$ cat src/rtl/brick_sprite_fetch_if.sv
// Pixel/bus bundle between the VGA pixel source and the brick sprite fetch block.
interface brick_sprite_fetch_if;
  logic [9:0] DrawX;
  logic [9:0] DrawY;
  logic       pix_valid;
  logic [8:0] rom_addr;
  logic [8:0] rom_data;
  logic       brick_kill;
  logic [4:0] kill_col;
  logic [2:0] kill_row;
  logic       level_load;
  logic [8:0] palette_index;
  logic       brick_on;
  logic       out_valid;
  logic       kill_ack;
  logic [7:0] bricks_left;
  logic       all_clear;

  modport master (
    output DrawX, DrawY, pix_valid, rom_data, brick_kill, kill_col, kill_row, level_load,
    input  rom_addr, palette_index, brick_on, out_valid, kill_ack, bricks_left, all_clear
  );

  modport slave (
    input  DrawX, DrawY, pix_valid, rom_data, brick_kill, kill_col, kill_row, level_load,
    output rom_addr, palette_index, brick_on, out_valid, kill_ack, bricks_left, all_clear
  );
endinterface

$ cat src/rtl/brick_sprite_fetch.sv
// Brick wall sprite fetch: 2-stage pixel pipeline against a synchronous sprite ROM,
// plus the alive bitmap with kill / level-load bookkeeping.
module brick_sprite_fetch #(
  parameter logic [9:0] BRICK_Y0 = 10'd32,
  parameter int         N_ROWS   = 8,
  parameter int         N_COLS   = 20
) (
  input logic                 Clk,
  input logic                 Reset_n,
  brick_sprite_fetch_if.slave bus
);
  localparam int          NB     = N_ROWS * N_COLS;
  localparam int          STAGES = 2;
  localparam logic [10:0] Y_END  = 11'(BRICK_Y0) + 11'(16 * N_ROWS);
  localparam logic [10:0] X_END  = 11'(32 * N_COLS);
  localparam logic [NB-1:0] ONE  = NB'(1);
  localparam logic [7:0]  FULL   = 8'(NB);

  logic [NB-1:0]     alive;
  logic [NB-1:0]     pix_sh, kill_sh;
  logic [9:0]        dy;
  logic              in_region;
  logic [2:0]        row;
  logic [4:0]        col;
  logic [7:0]        pix_idx, kill_idx;
  logic              hit_c, hit_q;
  logic              kill_in_range, kill_eff;
  logic [STAGES:1]   vld_pipe;

  // Pixel address decode; everything here is combinational into the ROM.
  assign dy        = bus.DrawY - BRICK_Y0;
  assign in_region = (bus.DrawY >= BRICK_Y0) && ({1'b0, bus.DrawY} < Y_END)
                   && ({1'b0, bus.DrawX} < X_END);
  assign row       = dy[6:4];
  assign col       = bus.DrawX[9:5];
  assign pix_idx   = 8'(row) * 8'(N_COLS) + 8'(col);
  assign bus.rom_addr = in_region ? {dy[3:0], bus.DrawX[4:0]} : 9'd0;

  assign pix_sh = alive >> pix_idx;
  assign hit_c  = bus.pix_valid & in_region & pix_sh[0];

  // Kill target decode; out-of-range indices are gated before they can matter.
  assign kill_idx      = 8'(bus.kill_row) * 8'(N_COLS) + 8'(bus.kill_col);
  assign kill_in_range = (32'(bus.kill_col) < N_COLS) && (32'(bus.kill_row) < N_ROWS);
  assign kill_sh       = alive >> kill_idx;
  assign kill_eff      = bus.brick_kill & kill_in_range & kill_sh[0];

  always_ff @(posedge Clk) begin
    if (!Reset_n) begin
      hit_q             <= 1'b0;
      vld_pipe          <= '0;
      bus.palette_index <= 9'd0;
      bus.brick_on      <= 1'b0;
    end else begin
      hit_q             <= hit_c;
      vld_pipe          <= {vld_pipe[STAGES-1:1], bus.pix_valid};
      bus.palette_index <= hit_q ? bus.rom_data : 9'd0;
      bus.brick_on      <= hit_q;
    end
  end

  assign bus.out_valid = vld_pipe[STAGES];

  // The pixel stage reads alive before this edge, so a same-cycle kill only
  // affects the following pixel.
  always_ff @(posedge Clk) begin
    if (!Reset_n) begin
      alive           <= '1;
      bus.bricks_left <= FULL;
      bus.all_clear   <= 1'b0;
      bus.kill_ack    <= 1'b0;
    end else if (bus.level_load) begin
      alive           <= '1;
      bus.bricks_left <= FULL;
      bus.all_clear   <= 1'b0;
      bus.kill_ack    <= 1'b0;
    end else if (kill_eff) begin
      alive           <= alive & ~(ONE << kill_idx);
      bus.bricks_left <= bus.bricks_left - 8'd1;
      bus.all_clear   <= (bus.bricks_left == 8'd1);
      bus.kill_ack    <= 1'b1;
    end else begin
      bus.kill_ack    <= 1'b0;
    end
  end
endmodule

$ cat src/flat_wrapper.sv
// flat-port wrapper written by rule: the top's interface ports become plain ports
module brick_sprite_fetch_flat 
#(
  parameter logic [9:0] BRICK_Y0 = 10'd32,
  parameter int         N_ROWS   = 8,
  parameter int         N_COLS   = 20
)
  (Clk, Reset_n, bus_DrawX, bus_DrawY, bus_pix_valid, bus_rom_data, bus_brick_kill, bus_kill_col, bus_kill_row, bus_level_load, bus_rom_addr, bus_palette_index, bus_brick_on, bus_out_valid, bus_kill_ack, bus_bricks_left, bus_all_clear);
  brick_sprite_fetch_if bus_i ();
  input logic Clk;
  input logic Reset_n;
  input wire logic [$bits(bus_i.DrawX)-1:0] bus_DrawX;
  input wire logic [$bits(bus_i.DrawY)-1:0] bus_DrawY;
  input wire logic [$bits(bus_i.pix_valid)-1:0] bus_pix_valid;
  input wire logic [$bits(bus_i.rom_data)-1:0] bus_rom_data;
  input wire logic [$bits(bus_i.brick_kill)-1:0] bus_brick_kill;
  input wire logic [$bits(bus_i.kill_col)-1:0] bus_kill_col;
  input wire logic [$bits(bus_i.kill_row)-1:0] bus_kill_row;
  input wire logic [$bits(bus_i.level_load)-1:0] bus_level_load;
  output wire logic [$bits(bus_i.rom_addr)-1:0] bus_rom_addr;
  output wire logic [$bits(bus_i.palette_index)-1:0] bus_palette_index;
  output wire logic [$bits(bus_i.brick_on)-1:0] bus_brick_on;
  output wire logic [$bits(bus_i.out_valid)-1:0] bus_out_valid;
  output wire logic [$bits(bus_i.kill_ack)-1:0] bus_kill_ack;
  output wire logic [$bits(bus_i.bricks_left)-1:0] bus_bricks_left;
  output wire logic [$bits(bus_i.all_clear)-1:0] bus_all_clear;
  assign bus_i.DrawX = bus_DrawX;
  assign bus_i.DrawY = bus_DrawY;
  assign bus_i.pix_valid = bus_pix_valid;
  assign bus_i.rom_data = bus_rom_data;
  assign bus_i.brick_kill = bus_brick_kill;
  assign bus_i.kill_col = bus_kill_col;
  assign bus_i.kill_row = bus_kill_row;
  assign bus_i.level_load = bus_level_load;
  assign bus_rom_addr = bus_i.rom_addr;
  assign bus_palette_index = bus_i.palette_index;
  assign bus_brick_on = bus_i.brick_on;
  assign bus_out_valid = bus_i.out_valid;
  assign bus_kill_ack = bus_i.kill_ack;
  assign bus_bricks_left = bus_i.bricks_left;
  assign bus_all_clear = bus_i.all_clear;
  brick_sprite_fetch #(.BRICK_Y0(BRICK_Y0), .N_ROWS(N_ROWS), .N_COLS(N_COLS)) u_core (.Clk(Clk), .Reset_n(Reset_n), .bus(bus_i));
endmodule
$ cat config.mk
export PLATFORM = sky130hd
export DESIGN_NAME = brick_sprite_fetch_flat
export DESIGN_NICKNAME = d
export VERILOG_FILES = /design/src/rtl/brick_sprite_fetch_if.sv /design/src/rtl/brick_sprite_fetch.sv /design/src/flat_wrapper.sv
export SDC_FILE = /design/constraint.sdc
export NUM_CORES = 1
export LEC_CHECK = 0
export CAP_MARGIN = 20
export CORE_ASPECT_RATIO = 0.75
export CORE_MARGIN = 2
export CORE_UTILIZATION = 40
export DETAILED_ROUTE_END_ITERATION = 7
export GPL_TIMING_DRIVEN = 0
export SYNTH_ARGS = -nofsm -noshare
export SYNTH_HDL_FRONTEND = slang
export SYNTH_SLANG_ARGS = --single-unit
$ cat constraint.sdc
create_clock -name Clk -period 3.5 [get_ports Clk]
set_clock_uncertainty 0.05 [all_clocks]
set_input_delay 0.7 -clock Clk [delete_from_list [all_inputs] [get_ports Clk]]
set_output_delay 0.7 -clock Clk [all_outputs]
set_load 0.005 [all_outputs]
==> results.toml <==
[placement]
io_buffers = 68
place_ws_ns = -1.29
gp_congestion = 0.932
hpwlAfterDp_mm = 24.9

[yosys]
synth-xor-area-share = 0.00625
synth_flop_cell = "dfxtp_1"
synth-simple-area-share = 0.161
synth_seq_cells = 183
synthAdderAreaFrac = 0.0245
synth_area_um2 = 9810
synth_edf_count = 0
synthArstFlopShare = 0
synth_cell_types = 54
syn_nets = 1008
syn_area_per_cell_um2 = 10.3
synth_top_family_by_area = "multiplexers"
synth_mux_area_frac = 0.223
syn-instance-count = 948
yosysSeqAreaShare = 0.373
synth-warning-count = 0
synth-compound-area-share = 0.163

[critical_path]
rr_endpoint = "u_core.alive[100]$_SDFFE_PP1P_"
required_ns = 3.84
crit_type = "in -> reg"
cp.arrival_ns = 3.86
reg2reg_depth = 9
start_kind = "primary input"
timing.reg2reg.setup_slack_ns = 0.56
reg2reg_from = "u_core.alive[124]$_SDFFE_PP1P_"
crit_path_end_kind = "register"
worstPathMaxFanout = 8

[timing]
finalCritPeriodShare = 1.00
fin_hold_ws_ns = 0.390
slew_viol_final = 0
slew_headroom = 0.311
worstMarginPinSlew_ns = 1.03
setup_ws_ns = -0.0167
rsz0062_at_grt = "true"
fmax_ghz = 0.284
period_needed_ns = 3.52
setup_viol = 13
tns_ns = -0.0672
hold_viol_final = 0

[hold_path]
hold-path-cell-count = 1
hold_path_class = "reg -> reg"
hold_path_end = "u_core.vld_pipe[2]$_SDFF_PN0_"
hp-start = "u_core.vld_pipe[1]$_SDFF_PN0_"

[power]
power_density_nw_per_um2 = 472
p_leak_nw = 4.06
peakVddDrop_v = 0.000405

[run_status]
status = "finished with violations"
violations = "setup timing"

[clock_tree]
clkLatencyLatePin_ns = 0.46
cts_tree = "built"
htree_levels = 4
numCtsBuffers = 17
ctsHoldBuffers = 0
cts_sinks = 183
root_buffer = "clkbuf_16"
clkSlewWorstSetupHoldPaths_ns = 0.07
clockBufferDepth = 2

[route]
routedWlPerCell_um = 24.5
drt_iter0_markers = 1160
route.detailed.drc = 0
antenna_left = 0
first_pass_iters = 6
drt-total-wl_mm = 34.6
vias = 8687
viasPerCell = 6.16

[global_routing]
grt_pass1_wl_mm = 50.9
grt_overflow_total = 0
antenna_found_initial = 0
grt_use_total = 0.269
grt_pass1_vias = 8081
grt_max_degree = 20

[floorplanning]
core_area_um2 = 24000
fp.dieH_um = 140
io_pins = 72
start_util = 0.408
die_area_um2 = 25800
die_w_um = 185
std_cell_rows = 49

[cells_and_area]
final_cell_mix = "dfxtp_1, a21o_1, nand3_2"
synthToLayoutAreaGrowth_pct = 32.3
diodes = 0
drive_above_1_share = 0.316
mostFrequentLayoutCell = "dfxtp_1"
nets = 1127
fillers = 2120

[flow_run]
drv_cap = 0
-- what timing repair did --
item,4_1_cts,5_1_grt
pin swaps,11,43
gates resized for setup,80,94
gates cloned,1,10
endpoints found under the setup margin,180,120
setup buffers,19,3
-- layout make-up --
type	count	area [um2]	share of cell area
clock buffers	17	425	0.0328
inverters	9	33.8	0.00260
flip-flops and latches	183	3660	0.282
repair buffers	102	1180	0.0912
well taps	331	414	0.0319
multi-input cells	679	6520	0.503
plain buffers	75	579	0.0446
clock inverters	15	155	0.0120
-- metrics by stage --
| step | utilization | power (mW) | cell area (um2) | std cells |
|---|---|---|---|---|
| after global routing | 0.540 | 6.30 | 13000 | 1411 |
| after floorplan | - | 3.04 | 10100 | 948 |
| after global placement | 0.466 | 3.45 | 11200 | 1347 |
| final | 0.540 | 6.13 | 13000 | 1411 |
| after CTS | 0.512 | 5.57 | 12300 | 1399 |
| after detailed placement | 0.467 | 3.46 | 11200 | 1348 |
-- critical path: stages --
cell and delay [ns]:
buf_8 0.11, ha_4 0.15, fa_2 0.58, clkbuf_16 0.18, mux4_2 0.33, a22oi_2 0.16
a211oi_2 0.10, mux4_2 0.50, o31a_4 0.47, buf_12 0.20, clkbuf_16 0.17, nand3_2 0.07
a21o_1 0.12
-- layer usage --
layer	global-route usage	up-vias	share of wire
met3	0.0932	68	0.13
li1	-	3797	-
met4	0.0936	0	0.029
met1	0.402	4316	0.45
met5	0	-	0
met2	0.354	506	0.40
-- flip-flops by register name, summed over array words and instances (netlist names) --
signal,flops
u_core.vld_pipe,2
u_core.bus.bricks_left,8
u_core.alive,160
u_core.bus.palette_index,9
u_core.hit_q,1
u_core.bus.all_clear,1
u_core.bus.brick_on,1
u_core.bus.kill_ack,1
-- cells by family (layout without fill, tap and decap cells) --
logic type      count (synthesis)  after routing
compound gates                224            224
mux                           110            110
fa+ha+maj                      18             18
flops                         183            183
xor+xnor                        7              7
simple gates                  320            320
buf+inv                        86            218
-- report_power, final --
part | leakage (nW) | total [mW] | switching [mW] | internal, mW
clock network | 0.288 | 1.94 | 0.979 | 0.956
logic | 2.29 | 2.09 | 1.17 | 0.927
registers | 1.48 | 2.10 | 0.0136 | 2.09
total | 4.06 | 6.13 | 2.16 | 3.97
-- Yosys cell counts (all sizes together) (10+ instances only) --
cell,n,area share
dfxtp,183,0.37
nor2,84,0.032
nor2b,10,0.0064
buf,32,0.028
clkbuf,45,0.017
mux4,86,0.20
nand3,135,0.069
mux2i,22,0.022
nand2,29,0.011
a21o,131,0.10
ha,16,0.020
and2,20,0.013
and3,11,0.0070
a22oi,10,0.0077
a21oi,43,0.022
-- how the worst max path moves through the flow --
stage,from,to,slack (ns),cells after the start
after floorplan,bus_kill_row[0],u_core.bus.bricks_left[6]$_SDFFE_PP0P_,-0.04,11
after global placement,bus_kill_row[0],u_core.alive[114]$_SDFFE_PP1P_,-1.25,10
after detailed placement,bus_kill_row[0],u_core.alive[114]$_SDFFE_PP1P_,-1.29,10
after CTS,bus_DrawY[6],u_core.hit_q$_SDFF_PN0_,0.003,11
after global routing,bus_kill_row[0],u_core.bus.bricks_left[6]$_SDFFE_PP0P_,-0.05,12
final,bus_kill_row[0],u_core.alive[100]$_SDFFE_PP1P_,-0.02,13
Power figures use the tool's default switching activity.
==> variant: new RTL, same flow settings <==
`N_ROWS` is set to 8 in 2 places; all go to 4.
--- a/src/rtl/brick_sprite_fetch.sv
+++ b/src/rtl/brick_sprite_fetch.sv
@@ -3,5 +3,5 @@
 module brick_sprite_fetch #(
   parameter logic [9:0] BRICK_Y0 = 10'd32,
-  parameter int         N_ROWS   = 8,
+  parameter int         N_ROWS   = 4,
   parameter int         N_COLS   = 20
 ) (
--- a/src/flat_wrapper.sv
+++ b/src/flat_wrapper.sv
@@ -3,5 +3,5 @@
 #(
   parameter logic [9:0] BRICK_Y0 = 10'd32,
-  parameter int         N_ROWS   = 8,
+  parameter int         N_ROWS   = 4,
   parameter int         N_COLS   = 20
 )
Function: changed (Yosys sat finds a counterexample within 4 cycles, from zero or initial values and one cycle with Reset_n low).
==> variant against the original RTL <==
- wire length is 51% lower
- design area decreased by 44%
- sequential share of layout area about the same
- sequential power down 44%
- sequential cell count fell by 80
- total power decreased by 54%
- critical endpoint is now u_core.bus.bricks_left[7]$_SDFFE_PP0P_
- synthesized area is 41% lower
- worst setup slack gained 0.13 ns
==> variant: results (changes against the original RTL) <==
\begin{tabular}{lr}
\hline
Metric & Value \\
\hline
\multicolumn{2}{l}{\textbf{CTS}} \\
\quad Source-to-sink clock delay at the later pin of the worst-skew pair & 0.35 ns (was 0.46 ns) \\
\quad Post-CTS setup buffers & 8 (was 19) \\
\quad Number of buffers inserted during clock tree synthesis & 9 (was 17) \\
\quad H-tree depth & 3 (was 4) \\
\multicolumn{2}{l}{\textbf{Power}} \\
\quad Max rail drop VDD & 0.000250 V (was 0.000405 V) \\
\multicolumn{2}{l}{\textbf{Finish}} \\
\quad Number of flip-flops and latches & 103 (was 183) \\
\quad Non-Clock Inverter Count & 6 (was 9) \\
\quad \# nets final & 731 (was 1,127) \\
\quad Count of multi-input combinational gates & 425 (was 679) \\
\quad Area of the multi-input gates & 3580 sq um (was 6520 sq um) \\
\quad Largest registers in the final layout & u\_core.alive x80, u\_core.bus.palette\_index x9, u\_core.bus.bricks\_left x8 (was u\_core.alive x160, u\_core.bus.palette\_index x9, u\_core.bus.bricks\_left x8) \\
\quad Total area of sequential cells & 2060 sq um (was 3660 sq um) \\
\multicolumn{2}{l}{\textbf{Routing}} \\
\quad Initial drt markers & 362 (was 1,160) \\
\quad DR WL met3 & 1300 um (was 4360 um) \\
\quad DRT Pass-1 Iters & 5 (was 6) \\
\quad Via density per instance & 5.90 (was 6.16) \\
\quad Routed length on met1 & 8200 um (was 15,500 um) \\
\multicolumn{2}{l}{\textbf{Placement}} \\
\quad Gpl congestion & 0.874 (was 0.932) \\
\quad Port Buffers & 70 (was 68) \\
\multicolumn{2}{l}{\textbf{GRT}} \\
\quad Global-route wire length before repair & 27,200 um (was 50,900 um) \\
\quad Via count of the first global-routing pass & 5,049 (was 8,081) \\
\multicolumn{2}{l}{\textbf{Setup path}} \\
\quad Reg2reg setup slack & 1.08 ns (was 0.56 ns) \\
\quad Top delay family on crit path & simple AND/OR/NAND/NOR gates (was compound AO/OA/AOI/OAI gates) \\
\quad Master of the slowest instance on the critical path & sky130\_fd\_sc\_hd\_\_a2111o\_1 (was sky130\_fd\_sc\_hd\_\_fa\_2) \\
\quad Startpoint of the worst register-to-register path & u\_core.alive[40]\$\_SDFFE\_PP1P\_ (was u\_core.alive[124]\$\_SDFFE\_PP1P\_) \\
\multicolumn{2}{l}{\textbf{Synthesis}} \\
\quad Xor-xnor portion of the synthesized cell area & 1.22\% (was 0.625\%) \\
\quad Count of unique library cells instantiated by Yosys & 56 (was 54) \\
\quad Sequential element share of the synthesized area & 35.8\% (was 37.3\%) \\
\quad Syn Inst Count & 578 (was 948) \\
\multicolumn{2}{l}{\textbf{Status}} \\
\quad Run status & finished, final reports clean (was complete, but fails checks) \\
\multicolumn{2}{l}{\textbf{Floorplan}} \\
\quad DIE AREA & 15,400 sq um (was 25,800 sq um) \\
\multicolumn{2}{l}{\textbf{Timing}} \\
\quad Final hold slack & 0.396 ns (was 0.390 ns) \\
\hline
\end{tabular}
-- variant: changes by cell type in the layout (fill, tap and decap cells not counted), moves of 17 or more --
cell / change
sky130_fd_sc_hd__a21o_1: -79
sky130_fd_sc_hd__dfxtp_1: -80
sky130_fd_sc_hd__mux4_2: -55
sky130_fd_sc_hd__nand3_2: -87
sky130_fd_sc_hd__a21oi_1: -32
sky130_fd_sc_hd__mux2_2: +17
sky130_fd_sc_hd__nand2_1: +33
sky130_fd_sc_hd__nor2_1: -57
sky130_fd_sc_hd__clkbuf_16: -18
-- variant: where the power goes --
group / internal, mW / switching, mW / total [mW]
combinational: 0.227 / 0.317 / 0.544
sequential: 1.18 / 0.00352 / 1.18
clock: 0.647 / 0.445 / 1.09
-- variant: metal layers --
metal  global-route usage [%]  up-vias
met5                        0        -
met3                     6.86       15
met4                     5.37        0
met1                     32.7     2471
met2                     34.7      192
li1                         -     2345
